==> src/rtl/alu_pkg.sv <==
// alu_pkg: shared definitions for the execute-stage ALU and the
// sequencers that borrow it.
//   - ALU control codes (3-bit) understood by the shared ALU
//   - seq_state_t: 2-bit binary state encoding used by mul_seq_ctrl
package alu_pkg;

   localparam logic [2:0] ALU_AND = 3'b000;
   localparam logic [2:0] ALU_OR  = 3'b001;
   localparam logic [2:0] ALU_ADD = 3'b010;
   localparam logic [2:0] ALU_SUB = 3'b110;
   localparam logic [2:0] ALU_SLT = 3'b111;
   localparam logic [2:0] ALU_SLL = 3'b100;

   typedef enum logic [1:0] {
      S_IDLE = 2'd0,
      S_ITER = 2'd1,
      S_DONE = 2'd2
   } seq_state_t;

endpackage

==> src/rtl/mul_seq_ctrl.sv <==
// mul_seq_ctrl: multi-cycle unsigned 32x32 multiply sequencer (MULTU).
// Runs a shift-add loop of WIDTH iterations, borrowing the shared ALU
// adder for one add per iteration, and leaves the 64-bit product in hi/lo.
// Ports:
//   clk, rst_n          clock (rising edge), asynchronous active-low reset
//   start               request, sampled only while idle
//   multiplicand        operand A, captured when start is accepted
//   multiplier          operand B, captured when start is accepted
//   busy                high while iterating and in the done cycle
//   done                one-cycle pulse; hi/lo valid from this cycle on
//   hi, lo              product[63:32] / product[31:0], held until next result
//   alu_sel             1 = this block owns the ALU inputs (iterating only)
//   alu_a, alu_b        ALU operands
//   alu_ctrl, alu_shamt ALU control code, shift amount (always 0)
//   alu_result          ALU output, combinational in the same cycle
module mul_seq_ctrl
   import alu_pkg::*;
#(
   parameter int WIDTH     = 32,
   parameter bit ZERO_SKIP = 1'b1
) (
   input  logic             clk,
   input  logic             rst_n,
   input  logic             start,
   input  logic [WIDTH-1:0] multiplicand,
   input  logic [WIDTH-1:0] multiplier,
   output logic             busy,
   output logic             done,
   output logic [WIDTH-1:0] hi,
   output logic [WIDTH-1:0] lo,
   output logic             alu_sel,
   output logic [WIDTH-1:0] alu_a,
   output logic [WIDTH-1:0] alu_b,
   output logic [2:0]       alu_ctrl,
   output logic [4:0]       alu_shamt,
   input  logic [WIDTH-1:0] alu_result
);

   localparam int CW = $clog2(WIDTH);

   // The ALU has no carry-out, so rebuild it from the operand and sum MSBs:
   // a carry occurred if both MSBs were set, or one was set and the sum MSB
   // came out clear.
   function automatic logic carry_f(input logic [WIDTH-1:0] a,
                                    input logic [WIDTH-1:0] b,
                                    input logic [WIDTH-1:0] sum);
      carry_f = (a[WIDTH-1] & b[WIDTH-1]) |
                ((a[WIDTH-1] | b[WIDTH-1]) & ~sum[WIDTH-1]);
   endfunction

   seq_state_t       state_r, state_s;
   logic [WIDTH-1:0] acc_hi_r, acc_hi_s;
   logic [WIDTH-1:0] acc_lo_r, acc_lo_s;
   logic [WIDTH-1:0] mcand_r, mcand_s;
   logic [CW-1:0]    cnt_r, cnt_s;
   logic [WIDTH-1:0] hi_r, hi_s;
   logic [WIDTH-1:0] lo_r, lo_s;
   logic             busy_r, done_r, alu_sel_r;
   logic             add_s;
   logic             zero_s;
   logic             carry_s;

   // An add is needed only while iterating and the current multiplier bit is set.
   always_comb begin
      add_s = (state_r == S_ITER) && acc_lo_r[0];
      if (add_s) begin
         alu_a    = acc_hi_r;
         alu_b    = mcand_r;
         alu_ctrl = ALU_ADD;
      end else begin
         alu_a    = {WIDTH{1'b0}};
         alu_b    = {WIDTH{1'b0}};
         alu_ctrl = ALU_AND;
      end
      alu_shamt = 5'd0;
      carry_s   = carry_f(acc_hi_r, mcand_r, alu_result);
      zero_s    = ZERO_SKIP && ((multiplicand == {WIDTH{1'b0}}) ||
                                (multiplier   == {WIDTH{1'b0}}));
   end

   // Next-state, accumulator and result-register logic.
   always_comb begin
      state_s  = state_r;
      acc_hi_s = acc_hi_r;
      acc_lo_s = acc_lo_r;
      mcand_s  = mcand_r;
      cnt_s    = cnt_r;
      hi_s     = hi_r;
      lo_s     = lo_r;
      case (state_r)
         S_IDLE: begin
            if (start) begin
               mcand_s  = multiplicand;
               acc_hi_s = {WIDTH{1'b0}};
               acc_lo_s = multiplier;
               cnt_s    = {CW{1'b0}};
               if (zero_s) begin
                  // Product is known to be zero: publish it immediately.
                  state_s = S_DONE;
                  hi_s    = {WIDTH{1'b0}};
                  lo_s    = {WIDTH{1'b0}};
               end else begin
                  state_s = S_ITER;
               end
            end else begin
               state_s = S_IDLE;
            end
         end
         S_ITER: begin
            // 65-bit {carry, sum, acc_lo} shifted right by one, low 64 bits kept.
            if (acc_lo_r[0]) begin
               acc_hi_s = {carry_s, alu_result[WIDTH-1:1]};
               acc_lo_s = {alu_result[0], acc_lo_r[WIDTH-1:1]};
            end else begin
               acc_hi_s = {1'b0, acc_hi_r[WIDTH-1:1]};
               acc_lo_s = {acc_hi_r[0], acc_lo_r[WIDTH-1:1]};
            end
            cnt_s = cnt_r + {{(CW-1){1'b0}}, 1'b1};
            if (cnt_r == CW'(WIDTH - 1)) begin
               // Final iteration: hi/lo take the finished product directly.
               state_s = S_DONE;
               hi_s    = acc_hi_s;
               lo_s    = acc_lo_s;
            end else begin
               state_s = S_ITER;
            end
         end
         S_DONE: begin
            state_s = S_IDLE;
         end
         default: begin
            state_s = S_IDLE;
         end
      endcase
   end

   // State, datapath and registered status outputs.
   always_ff @(posedge clk or negedge rst_n) begin
      if (!rst_n) begin
         state_r   <= S_IDLE;
         acc_hi_r  <= {WIDTH{1'b0}};
         acc_lo_r  <= {WIDTH{1'b0}};
         mcand_r   <= {WIDTH{1'b0}};
         cnt_r     <= {CW{1'b0}};
         hi_r      <= {WIDTH{1'b0}};
         lo_r      <= {WIDTH{1'b0}};
         busy_r    <= 1'b0;
         done_r    <= 1'b0;
         alu_sel_r <= 1'b0;
      end else begin
         state_r   <= state_s;
         acc_hi_r  <= acc_hi_s;
         acc_lo_r  <= acc_lo_s;
         mcand_r   <= mcand_s;
         cnt_r     <= cnt_s;
         hi_r      <= hi_s;
         lo_r      <= lo_s;
         busy_r    <= (state_s != S_IDLE);
         done_r    <= (state_s == S_DONE);
         alu_sel_r <= (state_s == S_ITER);
      end
   end

   assign busy    = busy_r;
   assign done    = done_r;
   assign alu_sel = alu_sel_r;
   assign hi      = hi_r;
   assign lo      = lo_r;

endmodule

==> config.mk <==
export PLATFORM = sky130hd
export DESIGN_NAME = mul_seq_ctrl
export DESIGN_NICKNAME = d
export VERILOG_FILES = /design/src/rtl/alu_pkg.sv /design/src/rtl/mul_seq_ctrl.sv
export SDC_FILE = /design/constraint.sdc
export NUM_CORES = 1
export LEC_CHECK = 0
export ABC_CLOCK_PERIOD_IN_PS = 2980
export BUFFER_PORTS_ARGS = -buffer_cell sky130_fd_sc_hd__buf_2
export CAP_MARGIN = 0
export CELL_PAD_IN_SITES_DETAIL_PLACEMENT = 0
export CELL_PAD_IN_SITES_GLOBAL_PLACEMENT = 2
export CORE_ASPECT_RATIO = 1.1
export CORE_MARGIN = 4
export CORE_UTILIZATION = 34
export DETAILED_ROUTE_END_ITERATION = 6
export PLACE_DENSITY_LB_ADDON = 0.1
export SLEW_MARGIN = 20
export SYNTH_ARGS = -nofsm -noshare
export SYNTH_HDL_FRONTEND = slang
export SYNTH_SLANG_ARGS = --single-unit
==> constraint.sdc <==
create_clock -name clk -period 2.98 [get_ports clk]
set_clock_uncertainty 0.2 [all_clocks]
set_input_delay 0.447 -clock clk [delete_from_list [all_inputs] [get_ports clk]]
set_output_delay 0.447 -clock clk [all_outputs]
set_load 0.01 [all_outputs]
### Word level (Yosys, flattened, before mapping)

Cells that the tools add are included.

| storage, ports and cells | value |
|---|---|
| register bits | 170 |
| input port bits | 99 |
| output and inout bits | 139 |
| word-level logic and storage cells | 54 |

| cells by class | value |
|---|---|
| $add $sub $neg | 1 |
| equal/unequal tests | 7 |
| muxes and demuxes | 21 |
| bitwise logic cells | 5 |
| reductions and logical operators | 10 |

Operator list:

| operator | count |
|---|---|
| two-way mux 32 bit | 10 |
| case mux 32 bit (2 select lines) | 4 |
| logical NOT 32 bit | 2 |
| case mux 5 bit (2 select lines) | 1 |
| two-way mux 2 bit | 4 |
| adder 5 x 1 -> 5 bit, second input constant | 1 |
| == test 5 bit, second input constant | 1 |
| two-way mux 5 bit | 1 |
| == test 2 x 1 -> 1 bit, second input constant | 2 |
| inequality test 2 bit, second input constant | 2 |
| case mux 2 bit (2 select lines) | 1 |
| AND reduction 2 bit | 2 |
| AND reduction 4 bit | 1 |
| nonzero test 2 bit | 2 |
| bitwise AND 1 bit | 2 |
| == test 2 bit, second input constant | 1 |
| logical NOT 2 bit | 1 |
| inequality test 2 x 1 -> 1 bit, second input constant | 1 |
| bitwise OR 1 bit | 2 |
| logical AND 1 bit | 1 |
| logical OR 1 bit | 1 |
| NOT 1 bit | 1 |

### Logic depth before layout (Yosys ltp)

Gate-level depths: netlist of run 1.

| logic depth | value |
|---|---|
| word-level depth | 6 |
| depth in mapped cells | 9 |
| gate-level depth less buffers | 6 |

### Least setup slack after synthesis of run 1

No wires, ideal clock.

| timing path | value |
|---|---|
| path kind | register -> register |
| from | register cnt_r[0] |
| to | register hi_r[10], in the netlist hi[10] |
| setup time | 0.094 ns |
| arrival | 1.713 ns |
| required time | 2.686 ns |
| setup slack | 0.974 ns |
| stages on the path, launching flop included | 9 |
| path buffers | 3 |
| clock period less this slack | 2.006 ns |
| cell sequence | dfrtp_1 > ha_1 > and3_1 > ha_1 > and2_1 > buf_2 > buf_6 > buf_6 > a221oi_2 |

| on the way | value |
|---|---|
| longest elaborated chain between the ends | 3 |

RTL lines:

| element | line | source |
|---|---|---|
| start: declaration | mul_seq_ctrl.sv:55 | `logic [CW-1:0] cnt_r, cnt_s;` |
| start signal: assignment | mul_seq_ctrl.sv:144 | `cnt_r <= {CW{1'b0}};` |
| start signal: assignment | mul_seq_ctrl.sv:155 | `cnt_r <= cnt_s;` |
| == test 5 bit | mul_seq_ctrl.sv:119 | `if (cnt_r == CW'(WIDTH - 1)) begin` |
| inequality test 2 x 1 -> 1 bit (no line) | - |  |
| AND reduction 4 bit (no line) | - |  |
| end signal: assignment | mul_seq_ctrl.sv:145 | `hi_r <= {WIDTH{1'b0}};` |
| end signal: assignment | mul_seq_ctrl.sv:156 | `hi_r <= hi_s;` |
| end: declaration | mul_seq_ctrl.sv:56 | `logic [WIDTH-1:0] hi_r, hi_s;` |

No other way between the ends.
A chain may end at the register's enable or synchronous reset.

### Final worst setup path of run 1

| timing path | value |
|---|---|
| from | register state_r[0] |
| to | output port alu_a[28] |

| on the way | value |
|---|---|
| longest elaborated chain between the ends | 3 |

RTL lines:

| element | line | source |
|---|---|---|
| start: declaration | mul_seq_ctrl.sv:51 | `seq_state_t state_r, state_s;` |
| start signal: assignment | mul_seq_ctrl.sv:151 | `state_r <= state_s;` |
| == test 2 x 1 -> 1 bit | mul_seq_ctrl.sv:65 | `add_s = (state_r == S_ITER) && acc_lo_r[0];` |
| logical AND 1 bit | mul_seq_ctrl.sv:65 |  |
| two-way mux 32 bit | mul_seq_ctrl.sv:66 | `if (add_s) begin` |
| end: declaration | mul_seq_ctrl.sv:32 | `output logic [WIDTH-1:0] alu_a,` |

No other way between the ends.

==> metrics.md, run 1 <==
| Metric | Value |
|---|---|
| Hold path depth | 3 |
| PD cells | about 1100 nW/um^2 |
| Final hold violations | 0 |
| Clk pin slew, worst setup/hold paths | roughly 0.070 ns |
| Final net count | 1084 |
| Synth area leaders | dfrtp_1 (53%), mux2i_1 (7.9%), nand2_1 (7.9%), and3_1 (5.1%), a221oi_2 (5.1%) |
| Total clock sinks | 170 |
| Final WL | approximately 24000 um |
| Number of synthesized flops with an enable pin | 0 |
| Largest family of logic cells by synthesized area | simple AND/OR/NAND/NOR gates |
| Placed cells | 1263 |
| R2R setup slack | 0.75 ns |
| Library cell with the largest summed area after synthesis | dfrtp_1 |
| Met2 usage | 30.2% |
| Crit path required time | 2.33 ns |
| Post-Synthesis Cells | 787 |
| CTS tree | built |
| Setup TNS | 0 ns |
| Die width | 154 um |
| Iter 0 DRT Violations | ~330 |
| R2r endpoint | hi[2] |
| Fill cell count | 2307 |
| Global placement routability congestion | 0.791 |
| Skew-Pair Late Insertion Delay | 0.42 ns |
| VDD IR max | between 0.4 and 0.5 mV |
| Share of cells above drive strength 1 | 31.7% |
| First-pass GRT wire length | 38300 um |
| Max-slew headroom | 56.2% |
| DR vias/cell | 5.11 |
| Synth Warn # | 0 |
| Vias in the first global route | roughly 6900 |
| Placed wire-length estimate | 16000 um |
| Launching point of the worst reg2reg path | cnt_r[0] |
| Hold path startpoint | multiplicand[7] |
| Remaining antenna violation count | 0 |
| RSZ-0062 raised after global routing | no |
| Ports | ~240 |
| CTS Buf Count | 17 |
| Cts repair resizes | 0 |
| CP cell instances | nor2b_4, buf_4, and3_1, buf_2 |
| H-tree levels | 4 |
| Fin cells | 1298 |
| Post-synth top area share | 53.4% |
| Met1 global-route usage | roughly 24% |
| Compound-cell area share of the yosys netlist | 13.7% |
| Drt pass-1 iters | 4 |
| CP max stage cell | dfrtp_1 |
| Routed length per instance | ~18 um |
| Chip height | 169 um |
| Hold EP | mcand_r[7] |
| Adder-Cell Fraction of Synth Area | 0.440% |
| Critical Path Sink Type | primary output |
| P_leak | 5.41 nW |
| Post-Synth Simple-Gate Area | 18.9% |
| Hold Crit Class | in -> reg |
| Sequential share of the synthesized area | between 50% and 60% |
| Period Utilization, post-route | about 83% |
| Largest net degree at the start of global routing | 79 |
| Layout Utilization | 43.4% |
| Initial core utilization | 34.7% |
| Met3 usage | 4.58% |
| Grt peak-use layer | met2 |
| Xor/xnor share of the synthesized area | 0% |
| Worst-margin pin slew | ~0.66 ns |
| Core Area | 22900 sq um |
| Status | finished clean |
| Register-to-Register Path Depth | 7 |
| Synth Cell Area | approximately 8000 sq um |
| Synthesis-to-layout area growth | 25.0% |
| Unique masters post-synth | 32 |
| CP peak stage delay | 0.42 ns |
| Vias | about 6600 |
| Most common cell after layout, fill and taps aside | buf_2 |
| Detailed-route DRC error count | 0 |
| Most frequent cells in the layout | buf_2 (229), dfrtp_1 (169), nand2_1 (165) |
| Post-synthesis mux area share | between 7 and 8% |
| Setup-failing EPs final | 0 |
| Deepest clock path buffer count | 2 |
| Fraction of registers with async set/reset | 100% |
| Max frequency | a little over 400 MHz |
| Max-Cap Viols | 0 |
| Overall Global Routing Usage | 18.2% |
| Gr ovfl total | 0 |
| Final Max Tran Viols | 0 |
| Port buffer count | 230 |
| Tmin final | 2.47 ns |
| Rows | 58 |
| Initial antenna violation count | 1 |
| Root buf cell | clkbuf_16 |
| Die area | 25900 sq um |
| WS Path Type | reg -> out |
| Startpoint Class | flop |
| Critical Path Fanout Max | 43 |
| Syn_area_per_cell | 10.1 sq um |
| Top FF cell, synth | dfrtp_1 |
| #FFs+latches synth | 170 |
| WP data arrival | 1.82 ns |
==> layout make-up <==
cell class / instances / area, sq um / area share, %
repair buffers: 252 / 1410 / 14.2
clock inverters: 12 / 143 / 1.43
flip-flops and latches: 170 / 4260 / 42.8
well taps: 300 / 375 / 3.77
clock buffers: 20 / 437 / 4.39
inverters: 2 / 7.51 / 0.0754
multi-input cells: 540 / 3310 / 33.3
diodes: 2 / 5.00 / 0.0503
==> worst max path at each step <==
stage                     startpoint          end  slack, ns
detailed placement  multiplicand[16]       lo[31]       0.45
global placement    multiplicand[16]        hi[1]       0.47
finish                    state_r[0]    alu_a[28]       0.51
floorplan                   cnt_r[0]       hi[10]       0.97
global route              state_r[0]  alu_ctrl[1]       0.40
CTS                       state_r[0]    alu_a[28]       0.49
==> cells by family (layout without fill, tap and decap cells) <==
logic type	count (synthesis)	after routing
AO/OA/AOI/OAI	140	140
adder cells (fa/ha/maj)	3	3
other	1	9
AND/OR/NAND/NOR	327	327
multiplexers	63	63
flip-flops	170	170
buffers and inverters	83	286
==> what timing repair did <==
action	4_1_cts	5_1_grt
hold endpoints to repair	62	0
buffers inserted	0	0
hold buffers	1	0
==> metal layers <==
layer  vias up  wire, um  share of wire [%]
li1       3155         -                  -
met1      3267     10500                 44
met2       199     11600                 49
met3        15      1430                6.1
met4         2       187               0.79
met5         -        13              0.055
==> metrics by stage <==
stage	total power [mW]	hold WS, ns	cell area [sq um]	setup slack, ns
3_3_place_gp	8.29	0.251	9360	0.465
4_1_cts	10.7	0.0178	9950	0.487
5_1_grt	11.4	0.0218	9950	0.398
3_5_place_dp	8.42	0.255	9360	0.447
6_report	10.5	0.0395	9950	0.510
2_1_floorplan	6.72	-0.0486	7990	0.974
==> flip-flops by register name (all words and copies together) (netlist names) <==
signal    cells
state_r       2
done          1
mcand_r      32
busy          1
acc_hi_r     32
cnt_r         5
lo           32
acc_lo_r     32
alu_sel       1
hi           32
==> worst max-delay path, delay by kind of cell, from the launching register on <==
kind          cells  cell delay, ns
simple gates      2            0.44
buf+inv           2            0.53
flops             1            0.42
==> where the power goes <==
part	internal [mW]	switching (mW)
Sequential	3.42	0.797
Combinational	1.75	2.34
Clock	1.25	0.947
==> synthesized netlist by cell type (all sizes together), types with 5 or more instances <==
master	number
o21ai	37
nor4	16
buf	49
nand4	5
mux2i	63
and3	65
a21oi	32
a221oi	32
a22oi	32
dfrtp	170
nand3	33
nand2	167
nor2	35
clkbuf	32
Note: power is estimated with default switching activity, not from simulation.
==> run 2, diff against run 1 <==
--- a/config.mk
+++ b/config.mk
@@ -5,14 +5,15 @@
 export SDC_FILE = /design/constraint.sdc
 export NUM_CORES = 1
 export LEC_CHECK = 0
-export ABC_CLOCK_PERIOD_IN_PS = 2980
+export ABC_AREA = 1
+export ABC_CLOCK_PERIOD_IN_PS = 2300
 export BUFFER_PORTS_ARGS = -buffer_cell sky130_fd_sc_hd__buf_2
 export CAP_MARGIN = 0
 export CELL_PAD_IN_SITES_DETAIL_PLACEMENT = 0
 export CELL_PAD_IN_SITES_GLOBAL_PLACEMENT = 2
 export CORE_ASPECT_RATIO = 1.1
 export CORE_MARGIN = 4
-export CORE_UTILIZATION = 34
+export CORE_UTILIZATION = 29
 export DETAILED_ROUTE_END_ITERATION = 6
 export PLACE_DENSITY_LB_ADDON = 0.1
 export SLEW_MARGIN = 20
==> constraint.sdc (replaced) <==
create_clock -name clk -period 2.3 [get_ports clk]
set_clock_uncertainty 0.2 [all_clocks]
set_input_delay 0.345 -clock clk [delete_from_list [all_inputs] [get_ports clk]]
set_output_delay 0.345 -clock clk [all_outputs]
set_load 0.01 [all_outputs]
==> run 2 against run 1 <==
Compared with the run above:
- critical endpoint is now alu_a[20]
- first-iteration DRC count up 16%
- sequential share of layout area down 2.1 points
- hold slack worse by 0.022 ns
- combinational power up 47%
- register-to-register slack worse by 0.43 ns
- utilization down 3.7 points
- global-route usage down 1.1 points
- cell area up 5.2%
- highest routed layer unchanged
- clock-buffer cell count up 1
==> metrics.md, run 2 <==
| Metric | Value |
|---|---|
| Largest net degree at the start of global routing | 66 (-16%) |
| Unique masters post-synth | 26 (-19%) |
| Clock power share | 20.8% (about the same) |
| RSZ-0062 raised after global routing | no |
| Gr ovfl total | 0 (unchanged) |
| PD cells | 1310 nW/um^2 (+24%) |
| Syn_area_per_cell | 8.27 sq um (-18%) |
| Synth area leaders | dfrtp_1 (54%), nand2_1 (12%), inv_1 (4.8%), nor2_1 (4.6%), o21ai_0 (4.2%) |
| Fraction of registers with async set/reset | 100% (unchanged) |
| Rows | 62 (+6.9%) |
| Max-slew headroom | 60.3% (+4.1 points) |
| Most frequent cells in the layout | nand2_1 (255), buf_2 (229), dfrtp_1 (170) |
| Flop pwr share | 35.4% (-4.7 points) |
| H-tree levels | 4 (unchanged) |
| Port buffer count | 230 (unchanged) |
| First-pass GRT wire length | 40500 um (+5.6%) |
| Sw power | 5.67 mW (+39%) |
| Deepest clock path buffer count | 2 (unchanged) |
| Overall Global Routing Usage | 17.1% (-1.1 points) |
| Post-Synthesis Cells | 946 (+20%) |
| WP data arrival | 1.62 ns (-0.20 ns) |
| Placed wire-length estimate | 17100 um (+7.3%) |
| Drt pass-1 iters | 4 (unchanged) |
| Worst-margin pin slew | 0.596 ns (-0.0615 ns) |
| Detailed-route DRC error count | 0 (unchanged) |
| Die width | 165 um (+7.0%) |
| Library cell with the largest summed area after synthesis | dfrtp_1 |
| Final hold violations | 0 (unchanged) |
| Status | finished clean |
| Critical Path Fanout Max | 21 (-51%) |
| Register area | 4250 sq um (about the same) |
| Fill cell count | 2820 (+22%) |
| Initial core utilization | 29.7% (-5.1 points) |
| Root buf cell | clkbuf_16 |
| Iter 0 DRT Violations | 376 (+16%) |
| #FFs+latches synth | 170 (unchanged) |
| Hold Crit Class | in -> reg |
| Total clock sinks | 170 (unchanged) |
| CTS tree | built |
| CP peak stage delay | 0.39 ns (-0.03 ns) |
| Final net count | 1307 (+21%) |
| Critical Path Sink Type | primary output |
| Most common cell in the netlist | nand2_1 |
| Synth top cells by count | nand2_1 (256), dfrtp_1 (170), inv_1 (101), nor2_1 (95), o21ai_0 (66) |
| Synth Cell Area | 7830 sq um (-1.7%) |
| Ports | 238 (unchanged) |
| Chip height | 180 um (+7.0%) |
| VDD IR max | 0.555 mV (+33%) |
| Final Instance Area | 10500 sq um (+5.2%) |
| Initial antenna violation count | 1 (unchanged) |
| Multi-input gate area | 2850 sq um (-14%) |
| Startpoint Class | flop |
| Global placement routability congestion | 0.721 (-8.9%) |
| Core Area | 26400 sq um (+15%) |
| Die area | 29700 sq um (+14%) |
| Number of synthesized flops with an enable pin | 0 (unchanged) |
| Routed length per instance | 16.2 um (-11%) |
| Skew-Pair Late Insertion Delay | 0.43 ns (about the same) |
| Vias in the first global route | 7358 (+6.3%) |
| Internal Power | 8.03 mW (+25%) |
| P_leak | 5.62 nW (+3.8%) |
| Max frequency | 462 MHz |
| Gate power share | 43.9% (+5.0 points) |
| Final WL | 25400 um (+7.2%) |
| Pwr Total | 13.7 mW (+30%) |
| Most common cell after layout, fill and taps aside | nand2_1 |
| Top FF cell, synth | dfrtp_1 |
| Sw frac | 41.4% (+2.5 points) |
| ANT cells | 0 (-2) |
| Tmin final | about 2.2 ns |
| Setup-failing EPs final | 0 (unchanged) |
| Crit path required time | 1.75 ns (-0.58 ns) |
| Dpl cell area | 9370 sq um (+0.17%) |
| Vias | 7103 (+7.0%) |
| Synth Warn # | 0 (unchanged) |
| WS Path Type | reg -> out |
| CP max stage cell | dfrtp_1 |
| Max-Cap Viols | 0 (unchanged) |
| Post-synth top area share | 54.4% (+0.94 points) |
| Worst path buffer plus inverter count | 4 (+2) |
| DR vias/cell | 4.52 (-12%) |
| Final Max Tran Viols | 0 (unchanged) |
| Delay-heaviest family, CP | buffers and inverters |
| Clk pin slew, worst setup/hold paths | 0.07 ns (about the same) |
| CTS Buf Count | 17 (unchanged) |
| Remaining antenna violation count | 0 (unchanged) |
| Share of cells above drive strength 1 | 25.2% (-6.5 points) |
| Synthesis-to-layout area growth | 33.8% |
| Worst hold slack | 0.0178 ns (-0.0217 ns) |
| Sequential share of the synthesized area | 54.4% (+0.94 points) |
| Period Utilization, post-route | 94.2% |
| CP cell instances | inv_2, nand2_4, nor2_4, inv_8, buf_6, nor2_1, buf_2 |
| Setup TNS | 0 ns (unchanged) |
==> run 2: final cells by class <==
cell class / count / area share (%)
flip-flops and latches: 170 / 40.6
multi-input cells: 608 / 27.2
repair buffers: 303 / 18.6
clock buffers: 21 / 4.40
well taps: 352 / 4.21
inverters: 106 / 3.87
clock inverters: 11 / 1.04
==> run 2: power by group through the flow <==
stage / logic, mW / clock network, mW / registers [mW]
CTS: 6.02 / 2.94 / 4.86
floorplan: 3.64 / 0 / 4.92
finish: 6.01 / 2.84 / 4.84
detailed placement: 5.89 / 0 / 4.91
global route: 6.79 / 3.05 / 4.99
global placement: 5.87 / 0 / 4.92
==> run 2: final timing paths <==
kind                                startpoint           end  cells past startpoint  slack [ns]
worst max-delay path                state_r[1]     alu_a[20]                      7        0.13
max in group asynchronous                rst_n   acc_lo_r[3]                      3        1.03
worst min-delay path            multiplier[20]  acc_lo_r[20]                      3        0.02
min in group asynchronous                rst_n   acc_hi_r[9]                      2        0.20
worst min register to register          hi[30]        hi[30]                      2        0.27
worst max register to register      state_r[1]  acc_lo_r[31]                      9        0.32
==> run 2: logic make-up after synthesis <==
family | Yosys count | synth area share [%]
other | 1 | 0.0479
DFF | 170 | 54.4
AOI/OAI and AO/OA | 165 | 12.5
and+or+nand+nor | 434 | 23.1
buffers and inverters | 174 | 9.71
adders and majority gates | 2 | 0.320
==> run 2: timing repair <==
item                                    4_1_cts  5_1_grt
gates resized for setup                       4        5
gates cloned                                  0        1
hold buffers                                 43        0
endpoints found under the setup margin       51       49
buffers inserted                              1        5
endpoints found under the hold margin        78        0
==> run 2: per-stage QoR <==
stage | worst slack (ns) | utilization (%) | cells
2_1_floorplan | 0.359 | - | 952
3_3_place_gp | 0.299 | 35.5 | 1489
3_5_place_dp | 0.250 | 35.5 | 1489
4_1_cts | 0.0115 | 39.4 | 1565
5_1_grt | 0.0282 | 39.7 | 1571
6_report | 0.134 | 39.7 | 1571
==> run 2: per-layer routing <==
layer | vias up | global-route usage, % | routed length, um | share of wire (%)
li1 | 3529 | - | - | -
met1 | 3383 | 22.0 | 11300 | 45
met2 | 160 | 29.1 | 12400 | 49
met3 | 29 | 3.13 | 1120 | 4.4
met4 | 2 | 5.16 | 516 | 2.0
met5 | - | 0 | 13 | 0.051
==> run 2: worst register-to-register path: cells and delay by family (launching register included) <==
family                 cells  cell delay, ns
buffers and inverters      4            0.66
AND/OR/NAND/NOR            1            0.06
flip-flops                 1            0.39
AO/OA/AOI/OAI              4            0.60
